<file path="config.mk">
export PLATFORM = sky130hd
export DESIGN_NAME = ht_fifo_rd_stream_flat
export DESIGN_NICKNAME = d
export VERILOG_FILES = /design/src/rtl/ht_fifo_rd_stream_if.sv /design/src/rtl/ht_fifo_rd_stream.sv /design/src/flat_wrapper.sv
export SDC_FILE = /design/constraint.sdc
export NUM_CORES = 1
export LEC_CHECK = 0
export CORE_MARGIN = 4
export CORE_UTILIZATION = 49
export CTS_BUF_LIST = sky130_fd_sc_hd__clkbuf_4 sky130_fd_sc_hd__clkbuf_8
export CTS_CLUSTER_DIAMETER = 200
export DETAILED_ROUTE_END_ITERATION = 7
export PLACE_DENSITY = 0.81
export SETUP_SLACK_MARGIN = 0.4
export SYNTH_ARGS = -nofsm -noshare
export SYNTH_HDL_FRONTEND = slang
export SYNTH_SLANG_ARGS = --single-unit
</file>
<file path="constraint.sdc">
create_clock -name clk_i -period 2.4 [get_ports clk_i]
set_input_delay 0.48 -clock clk_i [delete_from_list [all_inputs] [get_ports clk_i]]
set_output_delay 0.48 -clock clk_i [all_outputs]
set_load 0.1 [all_outputs]
</file>
<file path="src/rtl/ht_fifo_rd_stream_if.sv">
// Read-side stream bundle between the hash-table FIFO, the read adapter and its consumer.
// Latency: none (wires only); the adapter fixes the pop-to-valid latency.
// Backpressure: ready_i from the consumer; the adapter meters fifo_rd_req_o against buffer credit.
// Signals: fifo_empty_i / fifo_rd_data_i / fifo_rd_req_o face the FIFO,
//          data_o / valid_o / ready_i face the consumer, busy_o reports buffered or in-flight words.
// master = adapter view, slave = FIFO + consumer view.
interface ht_fifo_rd_stream_if #(
    parameter int DATA_W = 10
);
    logic              fifo_empty_i;
    logic [DATA_W-1:0] fifo_rd_data_i;
    logic              fifo_rd_req_o;
    logic [DATA_W-1:0] data_o;
    logic              valid_o;
    logic              ready_i;
    logic              busy_o;

    modport master (
        input  fifo_empty_i, fifo_rd_data_i, ready_i,
        output fifo_rd_req_o, data_o, valid_o, busy_o
    );

    modport slave (
        output fifo_empty_i, fifo_rd_data_i, ready_i,
        input  fifo_rd_req_o, data_o, valid_o, busy_o
    );
endinterface

</file>
<file path="src/rtl/ht_fifo_rd_stream.sv">
// Pops the hash-table FIFO and re-times its fixed-latency read data into a valid/ready stream.
// Latency: pop in cycle T, data captured in T+RD_LATENCY, valid_o from T+RD_LATENCY+1; one word/clk sustained.
// Backpressure: pops are credit-limited to RD_LATENCY+1 buffer slots, so in-flight words always have a home.
// Ports: clk_i, rst_n_i (sync, active-low), flush_i (sync drop of buffered/in-flight words),
//        rd (master modport): FIFO pop/empty/data, stream data/valid/ready, busy.
module ht_fifo_rd_stream #(
    parameter int DATA_W     = 10,
    parameter int RD_LATENCY = 1
) (
    input  logic                    clk_i,
    input  logic                    rst_n_i,
    input  logic                    flush_i,
    ht_fifo_rd_stream_if.master     rd
);
    localparam int BUF_DEPTH = RD_LATENCY + 1;
    localparam int CNT_W     = $clog2(BUF_DEPTH + 1);
    localparam int IDX_W     = $clog2(BUF_DEPTH);

    // One bit per clock of read latency; the top bit marks "FIFO data is on the bus now".
    logic [RD_LATENCY-1:0] vld_pipe;
    logic [CNT_W-1:0]      occ_cnt;
    logic [CNT_W-1:0]      inflight_cnt;
    logic [IDX_W-1:0]      wr_idx;
    logic [IDX_W-1:0]      rd_idx;
    logic [DATA_W-1:0]     buf_mem [BUF_DEPTH];
    logic                  pop_out;
    logic                  arrive;
    logic                  rd_req;
    logic [CNT_W:0]        in_use;

    function automatic logic [IDX_W-1:0] idx_inc(input logic [IDX_W-1:0] idx);
        return (idx == IDX_W'(BUF_DEPTH - 1)) ? '0 : idx + 1'b1;
    endfunction

    always_comb begin
        inflight_cnt = '0;
        for (int i = 0; i < RD_LATENCY; i++) begin
            inflight_cnt = inflight_cnt + CNT_W'(vld_pipe[i]);
        end
    end

    assign arrive  = vld_pipe[RD_LATENCY-1];
    assign pop_out = rd.valid_o && rd.ready_i;

    // Slots committed after this edge if nothing new were popped. Crediting the
    // beat leaving this cycle keeps a full buffer streaming at one word per clock.
    // pop_out implies occ_cnt >= 1, so the subtraction cannot underflow.
    assign in_use = {1'b0, occ_cnt} + {1'b0, inflight_cnt} - {{CNT_W{1'b0}}, pop_out};

    // Reset and flush both gate the pop so nothing is issued into a pipe being cleared.
    assign rd_req = rst_n_i && !flush_i && !rd.fifo_empty_i &&
                    (in_use < (CNT_W+1)'(BUF_DEPTH));

    always_ff @(posedge clk_i) begin
        if (!rst_n_i || flush_i) begin
            vld_pipe <= '0;
            occ_cnt  <= '0;
            wr_idx   <= '0;
            rd_idx   <= '0;
        end else begin
            vld_pipe[0] <= rd_req;
            for (int i = 1; i < RD_LATENCY; i++) begin
                vld_pipe[i] <= vld_pipe[i-1];
            end

            if (arrive) begin
                buf_mem[wr_idx] <= rd.fifo_rd_data_i;
                wr_idx          <= idx_inc(wr_idx);
            end

            if (pop_out) begin
                rd_idx <= idx_inc(rd_idx);
            end

            case ({arrive, pop_out})
                2'b10:   occ_cnt <= occ_cnt + 1'b1;
                2'b01:   occ_cnt <= occ_cnt - 1'b1;
                default: occ_cnt <= occ_cnt;
            endcase
        end
    end

    assign rd.fifo_rd_req_o = rd_req;
    assign rd.valid_o       = (occ_cnt != '0);
    assign rd.data_o        = buf_mem[rd_idx];
    assign rd.busy_o        = (occ_cnt != '0) || (vld_pipe != '0);
endmodule

</file>
<file path="src/flat_wrapper.sv">
// flat-port wrapper written by rule: the top's interface ports become plain ports
module ht_fifo_rd_stream_flat 
#(
    parameter int DATA_W     = 10,
    parameter int RD_LATENCY = 1
)
  (clk_i, rst_n_i, flush_i, rd_fifo_empty_i, rd_fifo_rd_data_i, rd_ready_i, rd_fifo_rd_req_o, rd_data_o, rd_valid_o, rd_busy_o);
  ht_fifo_rd_stream_if #(.DATA_W(DATA_W)) rd_i ();
  input  logic clk_i;
  input  logic rst_n_i;
  input  logic flush_i;
  input wire logic [$bits(rd_i.fifo_empty_i)-1:0] rd_fifo_empty_i;
  input wire logic [$bits(rd_i.fifo_rd_data_i)-1:0] rd_fifo_rd_data_i;
  input wire logic [$bits(rd_i.ready_i)-1:0] rd_ready_i;
  output wire logic [$bits(rd_i.fifo_rd_req_o)-1:0] rd_fifo_rd_req_o;
  output wire logic [$bits(rd_i.data_o)-1:0] rd_data_o;
  output wire logic [$bits(rd_i.valid_o)-1:0] rd_valid_o;
  output wire logic [$bits(rd_i.busy_o)-1:0] rd_busy_o;
  assign rd_i.fifo_empty_i = rd_fifo_empty_i;
  assign rd_i.fifo_rd_data_i = rd_fifo_rd_data_i;
  assign rd_i.ready_i = rd_ready_i;
  assign rd_fifo_rd_req_o = rd_i.fifo_rd_req_o;
  assign rd_data_o = rd_i.data_o;
  assign rd_valid_o = rd_i.valid_o;
  assign rd_busy_o = rd_i.busy_o;
  ht_fifo_rd_stream #(.DATA_W(DATA_W), .RD_LATENCY(RD_LATENCY)) u_core (.clk_i(clk_i), .rst_n_i(rst_n_i), .flush_i(flush_i), .rd(rd_i));
endmodule
</file>
Word level (Yosys, flattened, before mapping):

Memories as Yosys holds them, arrays and structs flattened. A register that Yosys moved wholly into a read port is not among the register bits.
Index checks and enable logic that the tools add are counted.

* input port bits: 15
* memories kept: 1
* output and inout port bits: 13
* flip-flop bits (word level): 5
* word-level logic and storage cells: 33
* bits in writable memories: 20

Memories
* u_core.buf_mem: depth 2, bits a word 10, rd ports 1, clocked after Yosys merged registers in 1, wr ports 1, RTL line ht_fifo_rd_stream.sv:25 `logic [DATA_W-1:0] buf_mem [BUF_DEPTH];`

* add/subtract/negate cells: 6
* mux-type cells: 8
* reductions and logical operators: 11
* eq/ne operators: 2
* magnitude comparators: 1

Operator list (count)
* two-way mux 1 bit: 7
* logical AND 1 bit: 4
* one-hot mux 2 bit (2 select lines): 1
* nonzero test 2 bit: 2
* adder 2 x 1 -> 3 bit: 1
* logical NOT 1 bit: 3
* < comparator 3 x 2 -> 1 bit (second input constant): 1
* subtractor 3 x 1 -> 3 bit: 1
* adder 1 bit (second input constant): 2
* adder 2 x 1 -> 2 bit (second input constant): 1
* equality test 2 x 1 -> 1 bit (second input constant): 1
* equality test 2 bit (second input constant): 1
* logical OR 1 bit: 2
* subtractor 2 x 1 -> 2 bit (second input constant): 1

Longest topological paths before layout:

Gate-level depths: netlist of run 1.

* word-level depth: 5
* mapped depth: 6
* mapped depth without buffers: 6

Worst setup path after synthesis of run 1:

No wires, ideal clock.

* kind: reg2out
* start point: reg u_core.occ_cnt[1]
* end point: out rd_fifo_rd_req_o
* required time: 1.920 ns
* path buffers: 0
* cell stages (with the launch flop): 7
* path slack: -2.588 ns
* arrival: 4.508 ns
* cell sequence: dfxtp_1 nand2_1 mux2i_1 nand2_1 fa_1 xor2_1 nor4b_1

* cells in the longest elaborated chain, start to end: 5
* elaborated cells on any way between the ends: 6
* those cells by class: add/sub (2); order compare (1); reduce/logical (3)

RTL lines
* from (decl): RTL line ht_fifo_rd_stream.sv:21 `logic [CNT_W-1:0] occ_cnt;`
* from (signal assigned): RTL line ht_fifo_rd_stream.sv:76 `2'b10: occ_cnt <= occ_cnt + 1'b1;`
* from (signal assigned): RTL line ht_fifo_rd_stream.sv:77 `2'b01: occ_cnt <= occ_cnt - 1'b1;`
* from (signal assigned): RTL line ht_fifo_rd_stream.sv:78 `default: occ_cnt <= occ_cnt;`
* branches (longest 2 deep; another with adder 2 x 1 -> 3 bit)
* subtractor 3 x 1 -> 3 bit *: RTL line ht_fifo_rd_stream.sv:48 `assign in_use = {1'b0, occ_cnt} + {1'b0, inflight_cnt} - {{CNT_W{1'b0}}, pop_out};`
* < comparator 3 x 2 -> 1 bit *: RTL line ht_fifo_rd_stream.sv:52 `(in_use < (CNT_W+1)'(BUF_DEPTH));`
* logical AND 1 bit *: RTL line ht_fifo_rd_stream.sv:51 `assign rd_req = rst_n_i && !flush_i && !rd.fifo_empty_i &&`
* to (decl): RTL line flat_wrapper.sv:15 `output wire logic [$bits(rd_i.fifo_rd_req_o)-1:0] rd_fifo_rd_req_o;`

Mark *: on every way between the ends.

Worst setup path in the final report of run 1:

* start point: reg u_core.occ_cnt[0]
* end point: out rd_fifo_rd_req_o

Same word-level chain as after synthesis.

==> results of run 1 <==
final timing paths:
check,cells past startpoint,end,startpoint
setup / recovery,7,rd_fifo_rd_req_o,u_core.occ_cnt[0]
hold / removal,2,u_core.occ_cnt[1],u_core.occ_cnt[0]
setup reg to reg,6,u_core.arrive,u_core.occ_cnt[0]
hold reg to reg,2,u_core.occ_cnt[1],u_core.occ_cnt[0]
layer usage:
metal / vias up / global-route usage, %
li1: 318 / -
met1: 331 / 18.43
met2: 18 / 33.67
met3: 4 / 3.270
met4: 0 / 4.979
met5: - / 0
Yosys cell counts (all sizes together):
cell type,number,area [µm²]
nand2b,2,12.51
buf,2,16.26
and3,1,6.260
edfxtp,20,600.6
xnor2,1,8.760
mux2i,2,20.02
or3,1,6.260
o21ai,2,10.00
nand2,3,11.26
fa,1,20.02
inv,2,7.500
a21oi,1,5.000
nor2b,1,6.260
mux2,10,112.6
or2,1,6.260
dfxtp,6,120.1
xor2,2,17.52
a2111oi,1,15.01
nor2,5,18.77
nor4b,2,17.52
and4,1,11.26
stage by stage:
step	cell area (µm²)	setup WS [ns]
2_1_floorplan	1087	-0.5347
3_3_place_gp	1525	-0.5649
3_5_place_dp	1525	-0.6304
4_1_cts	1556	-0.1944
5_1_grt	1556	-0.2930
6_report	1556	-0.1761
registers in the layout, indices dropped and copies added (netlist names), named ones only:
name and cells:
u_core.buf_mem 20, u_core.wr_idx 1, u_core.rd_idx 1, u_core.arrive 1, u_core.occ_cnt 2
power groups by stage:
stage / sequential (µW) / combinational (µW) / clock, µW
global route: 491 / 96.4 / 208
floorplan: 499 / 46.4 / 0
CTS: 490 / 92.9 / 183
detailed placement: 500 / 92.6 / 0
global placement: 500 / 89.6 / 0
finish: 490 / 92.3 / 178
critical path: cells and delay by family (launching register included):
| kind | cells | cell delay (ns) |
|---|---|---|
| xor+xnor | 1 | 0.17 |
| fa+ha+maj | 1 | 0.38 |
| buf+inv | 2 | 0.29 |
| flops | 1 | 0.35 |
| mux | 1 | 0.22 |
| simple gates | 2 | 0.37 |
what timing repair did:
item,4_1_cts,5_1_grt
endpoints found under the setup margin,12,1
setup buffers,1,0
gates resized for setup,7,0
pin swaps,1,0
final cells by class:
class	instances	area, µm²	area share [%]
Clock buffer	3	22.52	1.447
Tap cell	27	33.78	2.170
Clock inverter	1	3.754	0.2412
Multi-Input combinational cell	37	341.6	21.95
Inverter	2	7.507	0.4823
Sequential cell	26	724.4	46.54
Timing Repair Buffer	34	422.9	27.17
cells in the final DEF (no fill, tap or decap), drive strengths merged:
cell,count
and3,1
inv,2
a2111oi,1
or3,1
dfxtp,6
nand2,3
clkdlybuf4s50,13
edfxtp,20
buf,21
nand2b,2
xor2,2
or2,1
mux2i,2
fa,1
and4,1
clkbuf,3
clkinv,1
o21ai,2
nor2b,1
xnor2,1
nor4b,2
a21oi,1
nor2,5
mux2,10
cell families after synthesis:
logic type      count (synthesis)
xor+xnor                        3
flops                          26
buf+inv                         4
simple gates                   17
mux                            12
compound gates                  4
fa+ha+maj                       1
==> Implementation_results.wiki, run 1 <==
{| class="wikitable"
! Metric !! Value
|-
| Highest clock frequency the design can meet || 388.2 MHz
|-
| Number of violations reported at the end of detailed-routing iteration 0 || 5
|-
| Io pins || 28
|-
| Maximum fanout encountered on the critical timing path || 2
|-
| Slew @ Worst Pin || 0.4878 ns
|-
| Number of hold-slack violations in the final timing report || 0
|-
| DRC violations left || 0
|-
| Required time at the endpoint of the critical path || 1.92 ns
|-
| Cell count after placement || about 130
|-
| Nets@finish || 120
|-
| Clock network latency to the later pin of the worst-skew pair || 0.31 ns
|-
| Number of optimization iterations in the first detailed-route pass || 4
|-
| Adder and majority cell fraction of the synthesized area || 1.907%
|-
| Number of sinks driven by the clock tree || 26
|-
| Number of maximum-capacitance violations || 0
|-
| Worst-path cell chain || inv_2 -> mux2i_2 -> nand2_1 -> fa_2 -> xor2_2 -> nor4b_4 -> buf_12
|-
| Library cell used as clock root buffer || sky130_fd_sc_hd__clkbuf_4
|-
| Via density || between 5 and 6
|-
| Data arrival time of the worst path || 2.10 ns
|-
| Setup CP Type || flop to output port
|-
| Pleak || 0.0005838 µW
|-
| Effective utilization at floorplan || 52.44%
|-
| Width of the chip || about 54 µm
|-
| Met1 Wirelength || 781 µm
|-
| Via count of the first global-routing pass || 737
|-
| Die Height || around 54 µm
|-
| Critical Path End Type || output port
|-
| Net Sw Frac || 22.47%
|-
| CTS tree || built
|-
| Placeable core region || 2002 µm²
|-
| Post-synthesis cell type count || 24
|-
| Estimated wirelength of the detail-placed design || 1.671 mm
|-
| Average wire per standard cell || 16.75 µm
|-
| Simple-gate portion of the synthesized area || 9.178%
|-
| Overflow left after global routing || 0
|-
| Instance count of the mapped netlist || 67
|-
| Area share of xor/xnor cells in the synthesized design || 2.503%
|-
| Diodes inserted || 0
|-
| CTS clock-pin slew for the worst setup and hold paths || 0.12 ns
|-
| Share of total power in sequential cells || around 65%
|-
| Number of fillers in the final layout || 125
|-
| Routability-driven placement congestion ratio || 0.6868
|-
| Post-synthesis net count || 83
|-
| Psw || 170.9 µW
|-
| Hold_buf cts || 0
|-
| Number of buffers created by CTS || 3
|-
| Mux contribution to synthesized area || around 13%
|-
| Final WL || 2.177 mm
|-
| Share of the clock period used by the worst path after layout || 107.3%
|-
| Run status || finished, violations left
|-
| Clk_skew || 0.004025 ns
|-
| Crit path time final || 2.576 ns
|-
| Violated checks || setup timing
|-
| Total die area || between 2000 and 3000 µm²
|-
| Global-route wire length before repair || 3.470 mm
|-
| Post-synthesis sequential element count || 26
|-
| Area fraction in compound gates after synthesis || 2.861%
|-
| Port bufs || 27
|-
| Final Non-Filler Cells || 130
|-
| Power after layout || 760.4 µW
|-
| Synth warn || 0
|-
| Total Routing Usage GR || 17.24%
|-
| Part of the power in combinational logic || approximately an eighth
|-
| Final total negative setup slack || -0.1761 ns
|-
| WHS || just over 0.5 ns
|-
| Area Overhead vs Synth || 48.27%
|-
| Portion of the post-synthesis area used by sequential elements || 68.65%
|-
| Headroom to the max-slew limit || 67.48%
|-
| Antenna violations before repair || 0
|-
| Max Slew Vio Count || 0
|-
| Highest Signal Layer || met4
|-
| Fraction of final layout cells sized beyond drive strength 1 || 45.63%
|-
| Std-Cell Rows || 16
|-
| Buffer levels on the longest clock path || 2
|-
| Worst reg-to-reg setup slack || about 0.73 ns
|-
| Cell Area, Synth || about 1000 µm²
|-
| Worst voltage drop across the vdd grid || approximately 0.00047 V
|-
| Number of setup violations in the final report || 1
|-
| Remaining antenna violation count after routing || 0
|-
| Category of the worst setup path launch point || flop
|-
| Largest net degree at the start of global routing || 15
|-
| Max stage delay cell, worst path || sky130_fd_sc_hd__fa_2
|-
| Crit path largest cell delay || 0.38 ns
|-
| Tightest Hold Check Type || flop to flop
|-
| Met2 Wirelength || roughly 1.3 mm
|-
| Internal power || 589.5 µW
|-
| Level count of the clock H-tree || 1
|-
| Clock share of power || 23.4%
|-
| Setup repair after global routing missed its margin || true
|-
| Mean instance size in the synthesized netlist || 15.67 µm²
|-
| Metal3 WL || 120 µm
|-
| Post-Route Utilization || 77.75%
|-
| Main combinational cell family by area after synthesis || multiplexers
|-
| Pwr dens || 488.5 nW/µm²
|-
| Final worst-path setup slack || -0.1761 ns
|-
| Vias post-DR || 671
|}
No activity file was read; power rests on OpenSTA's default activity.
==> run 2: changes to the inputs <==
--- a/config.mk
+++ b/config.mk
@@ -10,6 +10,8 @@
 export CTS_BUF_LIST = sky130_fd_sc_hd__clkbuf_4 sky130_fd_sc_hd__clkbuf_8
 export CTS_CLUSTER_DIAMETER = 200
 export DETAILED_ROUTE_END_ITERATION = 7
+export GPL_TIMING_DRIVEN = 0
+export HOLD_SLACK_MARGIN = 0.03
 export PLACE_DENSITY = 0.81
 export SETUP_SLACK_MARGIN = 0.4
 export SYNTH_ARGS = -nofsm -noshare
==> constraint.sdc (replaced) <==
create_clock -name clk_i -period 2.9 [get_ports clk_i]
set_input_delay 0.58 -clock clk_i [delete_from_list [all_inputs] [get_ports clk_i]]
set_output_delay 0.58 -clock clk_i [all_outputs]
set_load 0.1 [all_outputs]
==> run 2 against run 1 <==
Count of clock-buffer cells in the layout unchanged. Via count shrank 2.2%. Sequential power down 18%. Wire length is 13% lower. Cell count did not move. Cell area is 2.6% lower. Die area stayed put. Sequential share of layout area rose by 1.3 points. Power shrank 6.7%. Combinational power shrank 23%. The flow now finishes without violations. Critical endpoint unchanged.
==> Implementation_results.wiki, run 2 (same netlist as run 1, synthesis figures left out) <==
{| class="wikitable"
! Metric !! Value
|-
| Run status || complete, no violations
|-
| Number of fillers in the final layout || 120 (-4.0%)
|-
| Std-Cell Rows || 16 (unchanged)
|-
| FF-to-FF Start || u_core.occ_cnt[0]
|-
| Estimated wirelength of the detail-placed design || 1.294 mm (-23%)
|-
| Registers with the most flip-flops || u_core.buf_mem (20), u_core.occ_cnt (2)
|-
| Remaining antenna violation count after routing || 0 (unchanged)
|-
| Final WL || 1.895 mm (-13%)
|-
| Share of the clock period used by the worst path after layout || between 90% and 100%
|-
| Vias post-DR || 656 (-2.2%)
|-
| Nets@finish || 120 (unchanged)
|-
| Clk_skew || 0.009001 ns (+0.004976 ns)
|-
| Highest clock frequency the design can meet || 371.7 MHz
|-
| Critical Path End Type || output port
|-
| M3 GR Usage || 4.360% (+1.1 points)
|-
| Width of the chip || 54.29 µm (unchanged)
|-
| Most common cell after layout, fill and taps aside || sky130_fd_sc_hd__edfxtp_1
|-
| Data arrival time of the worst path || 2.11 ns (about the same)
|-
| Pwr dens || 467.7 nW/µm² (-4.3%)
|-
| Setup repair after global routing missed its margin || true
|-
| Total Routing Usage GR || 14.37% (-2.9 points)
|-
| Global-route wire length before repair || 2.891 mm (-17%)
|-
| Commonest non-fill, non-tap cells in the layout || sky130_fd_sc_hd__edfxtp_1, sky130_fd_sc_hd__clkdlybuf4s50_1, sky130_fd_sc_hd__mux2_2, sky130_fd_sc_hd__clkdlybuf4s15_2, sky130_fd_sc_hd__buf_4
|-
| Sink of the worst hold path || u_core.occ_cnt[1]
|-
| Hold path startpoint || u_core.occ_cnt[0]
|-
| Antenna violations before repair || 0 (unchanged)
|-
| Largest net degree at the start of global routing || 16 (+1)
|-
| Total die area || 2947 µm² (unchanged)
|-
| Port bufs || 27 (unchanged)
|-
| Area post-placement || 1400 µm² (-8.2%)
|-
| DRC violations left || 0 (unchanged)
|-
| Met1 routing resource usage after global routing || 14.08% (-4.3 points)
|-
| Number of sinks driven by the clock tree || 26 (unchanged)
|-
| Met2 track demand over resource in global routing || 26.69% (-7.0 points)
|-
| Number of optimization iterations in the first detailed-route pass || 4 (unchanged)
|-
| Level count of the clock H-tree || 1 (unchanged)
|-
| Effective utilization at floorplan || 52.44% (unchanged)
|-
| Library cell used as clock root buffer || sky130_fd_sc_hd__clkbuf_4
|-
| Post-Route Utilization || 75.75% (-2.0 points)
|-
| Pleak || 0.0005523 µW (-5.4%)
|-
| Via density || 5.046 (-2.2%)
|-
| Diodes inserted || 0 (unchanged)
|-
| Clock network latency to the later pin of the worst-skew pair || 0.30 ns (about the same)
|-
| CTS clock-pin slew for the worst setup and hold paths || 0.12 ns (about the same)
|-
| Crit path time final || 2.690 ns
|-
| Setup CP Type || flop to output port
|-
| Slew @ Worst Pin || 0.9590 ns (+0.4712 ns)
|-
| Cell count after placement || 121 (-3.2%)
|-
| Tightest Hold Check Type || flop to flop
|-
| Buffer levels on the longest clock path || 2 (unchanged)
|-
| Max Slew Vio Count || 0 (unchanged)
|-
| Number of hold-slack violations in the final timing report || 0 (unchanged)
|-
| Headroom to the max-slew limit || 36.32% (-31 points)
|-
| Die Height || 54.29 µm (unchanged)
|-
| Via count of the first global-routing pass || 713 (-3.3%)
|-
| Max FFs per register || 20 (unchanged)
|-
| Category of the worst setup path launch point || flop
|-
| Io pins || 28 (unchanged)
|-
| CTS tree || built
|-
| Number of setup violations in the final report || 0 (-1)
|-
| Largest Register || u_core.buf_mem
|-
| Worst voltage drop across the vdd grid || 0.0003237 V (-31%)
|-
| Area Overhead vs Synth || 44.46%
|-
| Fraction of final layout cells sized beyond drive strength 1 || 44.66% (-0.97 points)
|-
| Cell depth of the worst hold path || 2 (unchanged)
|-
| Number of buffers created by CTS || 3 (unchanged)
|-
| Number of maximum-capacitance violations || 0 (unchanged)
|-
| Overflow left after global routing || 0 (unchanged)
|-
| Final total negative setup slack || 0 ns (+0.1761 ns)
|-
| Number of violations reported at the end of detailed-routing iteration 0 || 7 (+2)
|-
| Depth of the worst register-to-register path || 6 (unchanged)
|-
| Average wire per standard cell || 14.58 µm (-13%)
|-
| Hold_buf cts || 0 (unchanged)
|-
| Worst reg2reg path endpoint || u_core.arrive
|-
| Layout Cell Area excl Fill || 1516 µm² (-2.6%)
|-
| Worst reg-to-reg setup slack || 1.26 ns (+0.53 ns)
|-
| Required time at the endpoint of the critical path || 2.32 ns (+0.40 ns)
|-
| Final Non-Filler Cells || 130 (unchanged)
|-
| Maximum fanout encountered on the critical timing path || 2 (unchanged)
|-
| Routability-driven placement congestion ratio || 0.6651 (-3.2%)
|-
| Placeable core region || 2002 µm² (unchanged)
|-
| Busiest metal layer after global routing || met2
|}
## run 2: cell type report
cell class                 instances  area [µm²]  share of cell area (%)
inverter                           2       10.01                  0.6601
tap                               27       33.78                   2.228
clock inverter                     1       30.03                   1.980
sequential                        26       725.7                   47.85
timing repair buffer              32       316.6                   20.87
clock buffer                       3       22.52                   1.485
multi-input combinational         37       361.6                   23.84
buffer                             2       16.27                   1.073
## run 2: worst max path at each step
stage | startpoint | to
finish | u_core.occ_cnt[0] | rd_fifo_rd_req_o
global route | u_core.occ_cnt[0] | rd_fifo_rd_req_o
CTS | u_core.occ_cnt[0] | rd_fifo_rd_req_o
detailed placement | rd_ready_i | rd_fifo_rd_req_o
global placement | rd_ready_i | rd_fifo_rd_req_o
floorplan | rd_ready_i | rd_fifo_rd_req_o
## run 2: where the power goes
group / total, µW / switching [µW] / leakage [µW] / internal (µW)
Combinational: 71.2 / 42.5 / 0.000294 / 28.6
Sequential: 404 / 1.32 / 0.000230 / 402
Clock: 234 / 94.9 / 0.0000279 / 140
## run 2: per-stage QoR
| stage | worst slack (ns) | total power [µW] | hold slack, ns |
|---|---|---|---|
| final | 0.2097 | 709.3 | 0.5137 |
| after floorplan | -0.2384 | 451.2 | 0.4725 |
| after CTS | 0.1434 | 713.4 | 0.5106 |
| after detailed placement | -1.300 | 482.9 | 0.4931 |
| after global routing | 0.08715 | 739.0 | 0.5375 |
| after global placement | -1.286 | 480.7 | 0.4830 |
## run 2: critical path: stages, from the launching register on
cell                      delay, ns
sky130_fd_sc_hd__dfxtp_2       0.36
sky130_fd_sc_hd__inv_4         0.07
sky130_fd_sc_hd__mux2i_4       0.22
sky130_fd_sc_hd__nand2_2       0.09
sky130_fd_sc_hd__fa_2          0.37
sky130_fd_sc_hd__xor2_2        0.18
sky130_fd_sc_hd__nor4b_4       0.27
sky130_fd_sc_hd__buf_6         0.26
## run 2: per-layer routing
metal / up-vias / part of all wire [%]
li1: 316 / -
met1: 324 / 39
met2: 14 / 54
met3: 2 / 6.0
met4: 0 / 0.90
met5: - / 0
## run 2: repair_timing
| action | in CTS | in global routing |
|---|---|---|
| resized for setup | 48 | 3 |
| pin swaps | 1 | 1 |
| endpoints found under the setup margin | 13 | 1 |
| setup buffers | 4 | 1 |
